==> src/rtl/way_fill_demux.sv <==
// Assembles an 8-beat cache line fill into a 512-bit line and writes it to one
// way with a single-cycle one-hot enable. Outputs decode from registered state only.
module way_fill_demux #(
    parameter int WAYS      = 8,
    parameter int WAY_BITS  = 3,
    parameter int BEAT_BITS = 64,
    parameter int BEATS     = 8,
    parameter int LINE_BITS = BEAT_BITS * BEATS
) (
    input  logic                 clk,
    input  logic                 reset,
    input  logic                 fill_start,
    input  logic [WAY_BITS-1:0]  fill_way,
    input  logic                 fill_abort,
    output logic                 fill_ready,
    input  logic                 beat_valid,
    input  logic [BEAT_BITS-1:0] beat_data,
    output logic                 beat_ready,
    output logic [WAYS-1:0]      way_we,
    output logic [LINE_BITS-1:0] way_data,
    output logic                 fill_done,
    output logic                 busy,
    output logic [1:0]           dbg_state_o
);

    localparam int CNT_W = $clog2(BEATS);

    // Handshake: a beat moves on any cycle where beat_valid && beat_ready;
    // fill_start is taken on any cycle where fill_start && fill_ready.
    typedef enum logic [1:0] {
        S_IDLE  = 2'd0,
        S_FILL  = 2'd1,
        S_WRITE = 2'd2
    } state_t;

    state_t                state_q, state_d;
    logic [CNT_W-1:0]      cnt_q, cnt_d;
    logic [WAY_BITS-1:0]   way_q, way_d;
    logic [LINE_BITS-1:0]  line_q, line_d;

    logic beat_take;
    logic last_beat;

    assign beat_take = (state_q == S_FILL) && beat_valid && !fill_abort;
    assign last_beat = (cnt_q == CNT_W'(BEATS - 1));

    always_ff @(posedge clk or posedge reset) begin
        if (reset) begin
            state_q <= S_IDLE;
        end else begin
            state_q <= state_d;
        end
    end

    always_comb begin
        state_d = state_q;
        case (state_q)
            S_IDLE: begin
                if (fill_start) begin
                    state_d = S_FILL;
                end
            end
            S_FILL: begin
                // Abort wins over a beat presented in the same cycle.
                if (fill_abort) begin
                    state_d = S_IDLE;
                end else if (beat_valid && last_beat) begin
                    state_d = S_WRITE;
                end
            end
            S_WRITE: begin
                state_d = S_IDLE;
            end
            default: begin
                state_d = S_IDLE;
            end
        endcase
    end

    always_comb begin
        fill_ready  = 1'b0;
        beat_ready  = 1'b0;
        fill_done   = 1'b0;
        busy        = 1'b0;
        way_we      = '0;
        dbg_state_o = state_q;
        case (state_q)
            S_IDLE: begin
                fill_ready = 1'b1;
            end
            S_FILL: begin
                beat_ready = 1'b1;
                busy       = 1'b1;
            end
            S_WRITE: begin
                fill_done = 1'b1;
                busy      = 1'b1;
                way_we    = WAYS'(1) << way_q;
            end
            default: begin
                fill_ready = 1'b0;
            end
        endcase
    end

    always_comb begin
        cnt_d  = cnt_q;
        way_d  = way_q;
        line_d = line_q;
        if ((state_q == S_IDLE) && fill_start) begin
            way_d = fill_way;
            cnt_d = '0;
        end
        if (beat_take) begin
            line_d[cnt_q*BEAT_BITS +: BEAT_BITS] = beat_data;
            cnt_d = cnt_q + CNT_W'(1);
        end
    end

    // Line bits are never cleared on abort; the next full fill overwrites all of them.
    always_ff @(posedge clk or posedge reset) begin
        if (reset) begin
            cnt_q  <= '0;
            way_q  <= '0;
            line_q <= '0;
        end else begin
            cnt_q  <= cnt_d;
            way_q  <= way_d;
            line_q <= line_d;
        end
    end

    assign way_data = line_q;

endmodule

==> config.mk <==
export PLATFORM = sky130hd
export DESIGN_NAME = way_fill_demux
export DESIGN_NICKNAME = d
export VERILOG_FILES = /design/src/rtl/way_fill_demux.sv
export SDC_FILE = /design/constraint.sdc
export NUM_CORES = 1
export LEC_CHECK = 0
export BUFFER_PORTS_ARGS = -buffer_cell sky130_fd_sc_hd__buf_2
export CORE_AREA = 5 5 229 231
export CTS_CLUSTER_DIAMETER = 50
export CTS_CLUSTER_SIZE = 28
export DETAILED_ROUTE_END_ITERATION = 16
export DIE_AREA = 0 0 234 236
export GPL_TIMING_DRIVEN = 1
export PLACE_DENSITY = 0.71
export SLEW_MARGIN = 20
export SYNTH_ARGS = -nofsm -noshare
export SYNTH_HDL_FRONTEND = slang
export SYNTH_SLANG_ARGS = --single-unit
==> constraint.sdc <==
create_clock -name clk -period 15.4 [get_ports clk]
set_input_delay 2.31 -clock clk [delete_from_list [all_inputs] [get_ports clk]]
set_output_delay 2.31 -clock clk [all_outputs]
set_load 0.01 [all_outputs]
After elaboration in Yosys (flattened, before gate mapping)
Cells that the tools add are included.
{"block": "word_totals", "register_bits": 520, "in_bits": 72, "output_inout_bits": 526, "wordCells": 35}
{"block": "op_classes", "n_addsub": 2, "n_eq_ne": 5, "shift": 3, "mux": 12, "reduce_logical": 9}
{"op": "bitwise mux 512 bit", "count": 1}
{"op": "variable shift 64 x 34 -> 512 bit (first input constant)", "count": 1}
{"op": "indexed part select 64 x 34 -> 512 bit", "count": 1}
{"op": "negation 9 -> 34 bit", "count": 1}
{"op": "2-to-1 mux 8 bit", "count": 1}
{"op": "left shift 1 x 3 -> 8 bit (first input constant)", "count": 1}
{"op": "2-to-1 mux 2 bit", "count": 3}
{"op": "2-to-1 mux 3 bit", "count": 2}
{"op": "logical AND 1 bit", "count": 4}
{"op": "2-to-1 mux 1 bit", "count": 4}
{"op": "one-hot mux 2 bit (2 select lines)", "count": 1}
{"op": "adder 3 x 1 -> 3 bit (second input constant)", "count": 1}
{"op": "== test 3 bit (second input constant)", "count": 1}
{"op": "!= test 3 x 2 -> 1 bit (second input constant)", "count": 1}
{"op": "== test 2 x 1 -> 1 bit (second input constant)", "count": 1}
{"op": "== test 2 bit (second input constant)", "count": 1}
{"op": "zero test 2 bit", "count": 1}
{"op": "!= test 2 bit (second input constant)", "count": 1}
{"op": "AND reduction 2 bit", "count": 1}
{"op": "nonzero test 2 bit", "count": 1}
{"op": "OR reduction 2 bit", "count": 1}
{"op": "zero test 1 bit", "count": 1}

Longest topological paths before layout
Gate-level depths: netlist of the first run.
{"block": "depth", "word_depth": 5, "depth_mapped": 10, "ltp_nobuf": 6}

Worst setup path after synthesis of the first run
No wires, ideal clock.
{"block": "synth_timing", "path_type": "input port to flip-flop", "startpoint": "input fill_abort", "endpoint": "register line_q[406] (netlist: way_data[406])", "setup_time_ps": 125, "t_arrival_ps": 3485, "required_ps": 15275, "slack_ps": 11790, "stages": 5, "n_path_buf": 2, "path_cell_list": "nand3b_2 -> nor4b_2 -> buf_4 -> buf_6 -> mux2_2"}
{"block": "synth_via", "elab_chain_cells": 2}
{"element": "from (decl)", "line": "14", "rtl": "input logic fill_abort,"}
{"element": "zero test 1 bit", "line": "44", "rtl": "assign beat_take = (state_q == S_FILL) && beat_valid && !fill_abort;"}
{"element": "logical AND 1 bit", "line": "44"}
{"element": "to (signal assigned)", "line": "129", "rtl": "line_q <= line_d;"}
{"element": "to (decl)", "line": "39", "rtl": "logic [LINE_BITS-1:0] line_q, line_d;"}
Every way passes these cells.
A chain may end at the register's enable or synchronous reset.

==> out/metrics.yaml, run 1 <==
timing:
  fin_hold_ws_ns: 0.481
  fin_setup_tns_ns: 0
  finClkSkew_ns: 0.0213
  post-route-min-period_ns: 4.98
  setup_violations: 0
  relSlewSlack_pct: 33.9
  finalMaxSlewViolations: 0
  finalHoldViolCount: 0
  period_share_pct: 32.3
  rsz0062_at_grt: "no"
  clock.fmax_mhz: 201
  tightest_slew_ns: 0.991
yosys:
  syn-cell-area_um2: 22400
  ys_ff_latch: 520
  synth_cell_types: 35
  yosysSeqAreaShare_pct: 58.1
  avgSynthCellArea_um2: 14.9
  synthesis.nets: 1590
  synth_edf_count: 0
  yosys_warnings: 0
  yosysMostFrequentCell: "dfrtp_1"
  yosys-top-cells-count: "520 x dfrtp_1, 224 x mux2_1, 180 x mux2_4"
  post-synth-top-area-cell: "dfrtp_1"
  synth_top_area_share_pct: 58.1
  synth_ff_type: "dfrtp_1"
  synth_area_leaders: "dfrtp_1 58%, mux2_4 12%, mux2_1 11%"
  synth_cells: 1508
  synthArstFlopShare_pct: 100
floorplan:
  die_y_um: 236
  die_x_um: 234
  core-area_um2: 49900
  rows: 82
  die_area_um2: 55200
  start_util_pct: 44.9
  ios: 598
run_status:
  status: "finished clean"
worst_setup_path:
  cp_max_fo: 170
  worst_ep_arrival_time_ns: 5.56
  worstSetupEndpointType: "asynchronous set/reset pin"
  startpoint_type: "primary input"
  crit_required_ns: 15.98
  crit_type: "primary input to asynchronous set/reset pin"
detailed_routing:
  drc: 0
  via_per_inst: 5.18
  ant_nets: 0
  firstDrtPassIters: 4
  vias: 14600
  routed_wl_mm: 67.8
  avgRoutedWirePerCell_um: 24.1
  drt_iter0_markers: 656
final_layout:
  syn_to_final_growth_pct: 22.2
  layout.nets: 2176
  drive_gt1_share_pct: 44.9
placement:
  port_buffers: 597
  place_hpwl_mm: 47.2
  gp_congestion: 0.842
job:
  max_cap_viol_count: 0
global_routing:
  grt_busiest_layer: "met2"
  grt_pass1_wl_mm: 101
  grt_max_degree: 171
  antenna_found_initial: 5
  grt_usage_pct: 23.9
  grt_pass1_vias: 15700
  grt_overflow: 0
  met1_usage_pct: 30.1
  use_met2_pct: 40.1
  met3_usage_pct: 5.52
min_path:
  hold_path.class: "register to register"
clock_tree:
  htreeDepth: 2
  clk_pin_slew_worst_paths_ns: 0.07
  cts.sinks: 520
  root_buffer: "clkbuf_16"
  cts.path.max_buffers: 3
  cts_hold_buf: 0
  cts_setup_buffers: 0
  cts.repair.resized: 0
  numCtsBuffers: 50
  insertion_delay_ns: 0.59
  cts_tree: "done"
power_and_ir_drop:
  leakagePower_nw: 15.0
  powerDensity_nw_per_um2: 129
  power.total_mw: 3.52
  ir_drop_mv: 0.105
[final cells by class]
class                           instances  area [um^2]
Antenna cell                            3         7.51
Tap cell                              672          841
Fill cell                            4175        22500
Timing Repair Buffer                  622         3190
Clock buffer                           52         1270
Multi-Input combinational cell        830         8380
Inverter                               70          267
Clock inverter                         41          428
Sequential cell                       520        13000
[through the flow]
step | setup slack, ns | util (%) | instances | instance area (um^2)
floorplan | 6.03 | - | 1508 | 22400
finish | 10.42 | 54.9 | 2810 | 27400
global route | 9.85 | 54.9 | 2808 | 27400
detailed placement | 9.66 | 51.5 | 2714 | 25700
global placement | 9.77 | 51.5 | 2714 | 25700
CTS | 10.31 | 54.9 | 2807 | 27400
[cell usage in the layout, fill, tap and decap left out, types with 2 or more instances in the layout]
master	n
clkinv_8	4
and3_1	40
inv_6	11
dfrtp_1	519
bufinv_16	2
clkbuf_16	50
mux2_1	224
and2_1	152
nor2_1	7
buf_2	597
mux2_4	180
diode_2	3
mux2_2	47
a21oi_1	2
clkinv_2	4
and3_4	3
nand2b_1	3
nor3b_4	2
buf_4	24
inv_1	69
and3b_1	2
nand2_1	72
nor2b_1	3
nor4b_4	4
mux2i_1	64
inv_8	4
nand3_1	3
ha_1	9
clkinvlp_4	6
clkinv_4	10
nor3_1	2
[registers in the layout, indices dropped and copies added (netlist names)]
name and flops:
cnt_q 3, dbg_state_o 2, way_q 3, way_data 512
[layer usage]
layer | wire, um | up-vias
met2 | 33200 | 525
li1 | - | 6302
met4 | 2430 | 0
met3 | 5080 | 133
met5 | 0 | -
met1 | 27100 | 7602
[report_power, final]
part / switching, mW / internal, mW
registers: 0.0696 / 1.49
clock network: 0.593 / 0.664
logic: 0.451 / 0.254
total: 1.11 / 2.41
[kinds of logic after synthesis]
group                      after synthesis  share of synthesized area, %
DFF                                    520                          58.1
muxes                                  515                          28.5
AOI/OAI and AO/OA                        7                         0.223
and+or+nand+nor                        298                          7.77
adders and majority gates               10                         0.558
buffers and inverters                  158                          4.85
[worst paths after layout]
kind	slack, ns	end	start	cells after the start
setup / recovery	10.42	way_data[506]$_DFFE_PP0P_	reset	5
hold / removal	0.48	way_data[391]$_DFFE_PP0P_	way_data[391]$_DFFE_PP0P_	1
setup reg to reg	11.80	way_data[190]$_DFFE_PP0P_	cnt_q[1]$_DFFE_PP0P_	7
hold reg to reg	0.48	way_data[391]$_DFFE_PP0P_	way_data[391]$_DFFE_PP0P_	1
max in group clk	11.07	way_data[190]$_DFFE_PP0P_	fill_abort	5
min in group asynchronous	1.92	way_data[149]$_DFFE_PP0P_	reset	2
[worst max-delay path, stage by stage]
cell and delay [ns]:
buf_2 0.11, clkinvlp_4 0.60, buf_4 0.73, buf_12 0.71
buf_4 0.88
(Power assumes the default switching activity.)
==> run 2, diff against run 1 <==
clock period = 4.3 ns   (was 15.4 ns; I/O delays follow)
==> run 2 against run 1 <==
Cell count rose by 0.32%. Sequential cell count did not move. Critical path depth rose by 2. Power rose to 3.7 times the previous value. Highest routed layer unchanged.
==> out/metrics.yaml, run 2 (synthesis gave the netlist of run 1 again) <==
worst_setup_path:
  worst_ep_arrival_time_ns: 3.58  # was 5.56 ns
  cp_num_buf_inv: 2  # was 5
  worstSetupEndpointType: "register"  # was asynchronous set/reset pin
  cp_top_family: "simple AND/OR/NAND/NOR gates"  # was buffers and inverters
  cp_max_fo: 33  # was 170
  crit_type: "register to register"  # was primary input to asynchronous set/reset pin
  max_stage_delay_ns: 0.75  # was 0.88 ns
  crit_chain: "inv_1 > ha_2 > ha_1 > o31a_1 > and4b_4 > buf_12 > mux2i_1"  # was buf_2 > clkinvlp_4 > buf_4 > buf_12 > buf_4
  startpoint_type: "register"  # was primary input
  crit_slowest_cell: "and4b_4"  # was buf_4
  crit_required_ns: 4.80  # was 15.98 ns
detailed_routing:
  drc: 0  # unchanged
  routed_wl_mm: 68.1  # was 67.8 mm
  ant_nets: 0  # unchanged
  drt_iter0_markers: 713  # was 656
  avgRoutedWirePerCell_um: 24.2  # was 24.1 um
  via_per_inst: 5.17  # was 5.18
  firstDrtPassIters: 4  # unchanged
  vias: 14600  # about the same
placement:
  gp_congestion: 0.852  # was 0.842
  place_hpwl_mm: 48.3  # was 47.2 mm
  dpl.cell_count: 2726  # was 2714
  placed_area_um2: 25900  # was 25700 um^2
  port_buffers: 597  # unchanged
floorplan:
  die_x_um: 234  # unchanged
  ios: 598  # unchanged
  die_area_um2: 55200  # unchanged
  rows: 82  # unchanged
  core-area_um2: 49900  # unchanged
  start_util_pct: 44.9  # unchanged
  die_y_um: 236  # unchanged
final_layout:
  fin_cells: 2819  # was 2810
  layout.nets: 2188  # was 2176
  final_area_um2: 27700  # was 27400 um^2
  largest_register_ffs: 512  # unchanged
  layout_commonest_cell: "buf_2"  # unchanged
  drive_gt1_share_pct: 45.2  # was 44.9%
  final_cell_mix: "597 x buf_2, 519 x dfrtp_1, 224 x mux2_1"  # unchanged
  syn_to_final_growth_pct: 23.8  # was 22.2%
clock_tree:
  cts.repair.resized: 0  # unchanged
  clk_pin_slew_worst_paths_ns: 0.07  # about the same
  root_buffer: "clkbuf_16"  # unchanged
  cts.path.max_buffers: 3  # unchanged
  cts_setup_buffers: 0  # unchanged
  insertion_delay_ns: 0.58  # was 0.59 ns
  cts_hold_buf: 0  # unchanged
  htreeDepth: 2  # unchanged
  cts.sinks: 520  # unchanged
  numCtsBuffers: 50  # unchanged
  cts_tree: "done"  # unchanged
run_status:
  status: "finished clean"  # unchanged
timing:
  finalMaxSlewViolations: 0  # unchanged
  post-route-min-period_ns: 3.08
  period_share_pct: 71.7
  rsz0062_at_grt: "no"  # unchanged
  clock.fmax_mhz: 324
  finalHoldViolCount: 0  # unchanged
  tightest_slew_ns: 1.05  # was 0.991 ns
  setup_violations: 0  # unchanged
  relSlewSlack_pct: 29.9  # was 33.9%
  finClkSkew_ns: 0.0145  # was 0.0213 ns
power_and_ir_drop:
  powerDensity_nw_per_um2: 472  # was 129 nW/um^2
  ir_drop_mv: 0.356  # was 0.105 mV
  leakagePower_nw: 15.2  # was 15.0 nW
  power.total_mw: 13.1  # was 3.52 mW
global_routing:
  grt_usage_pct: 24.1  # was 23.9%
  grt_pass1_wl_mm: 102  # was 101 mm
  grt_max_degree: 119  # was 171
  antenna_found_initial: 4  # was 5
  grt_pass1_vias: 15700  # about the same
  grt_overflow: 0  # unchanged
job:
  max_cap_viol_count: 0  # unchanged
min_path:
  hold_path.class: "primary input to register"  # was register to register
==> run 2: layout make-up <==
class                      instances  area, um^2
antenna                            2        5.00
clock buffer                      54        1340
clock inverter                    37         532
fill                            4140       22100
inverter                          70         267
multi-input combinational        830        8380
sequential                       520       13000
tap                              672         841
timing repair buffer             634        3370
==> run 2: power breakdown <==
| part | switching (mW) | internal [mW] |
|---|---|---|
| logic | 1.61 | 0.927 |
| registers | 0.252 | 5.34 |
| clock network | 2.12 | 2.83 |
==> run 2: through the flow <==
| stage | setup WS, ns | utilization, % | TNS, ns | hold slack, ns |
|---|---|---|---|---|
| 4_1_cts | 1.23 | 55.6 | 0 | 0.253 |
| 2_1_floorplan | -3.41 | - | -1772.80 | 0.493 |
| 6_report | 1.22 | 55.6 | 0 | 0.294 |
| 5_1_grt | 1.08 | 55.6 | 0 | 0.250 |
| 3_3_place_gp | 1.36 | 51.9 | 0 | 0.462 |
| 3_5_place_dp | 1.26 | 51.9 | 0 | 0.469 |
==> run 2: routing by layer <==
layer	GRT usage, %	up-vias	routed length [um]
met5	0	-	0
met4	7.62	0	2270
met3	6.11	116	5070
met2	40.3	526	33400
met1	30.8	7628	27400
li1	-	6301	-
==> run 2: worst register-to-register path, delay by kind of cell (launching register included) <==
family	cells	cell delay, ns
flops	1	0.47
simple gates	1	0.75
buf+inv	2	0.50
mux	1	0.31
compound gates	1	0.28
fa+ha+maj	2	0.70
==> run 2: final timing paths <==
path | startpoint | to | slack [ns] | depth (start not counted)
min in group asynchronous | reset | way_data[407]$_DFFE_PP0P_ | 0.31 | 2
max in group asynchronous | reset | way_data[475]$_DFFE_PP0P_ | 2.79 | 3
min | fill_way[0] | way_q[0]$_DFFE_PP0P_ | 0.29 | 2
min reg2reg | way_data[391]$_DFFE_PP0P_ | way_data[391]$_DFFE_PP0P_ | 0.48 | 1
max reg2reg | cnt_q[1]$_DFFE_PP0P_ | way_data[313]$_DFFE_PP0P_ | 1.22 | 7
max | cnt_q[1]$_DFFE_PP0P_ | way_data[313]$_DFFE_PP0P_ | 1.22 | 7
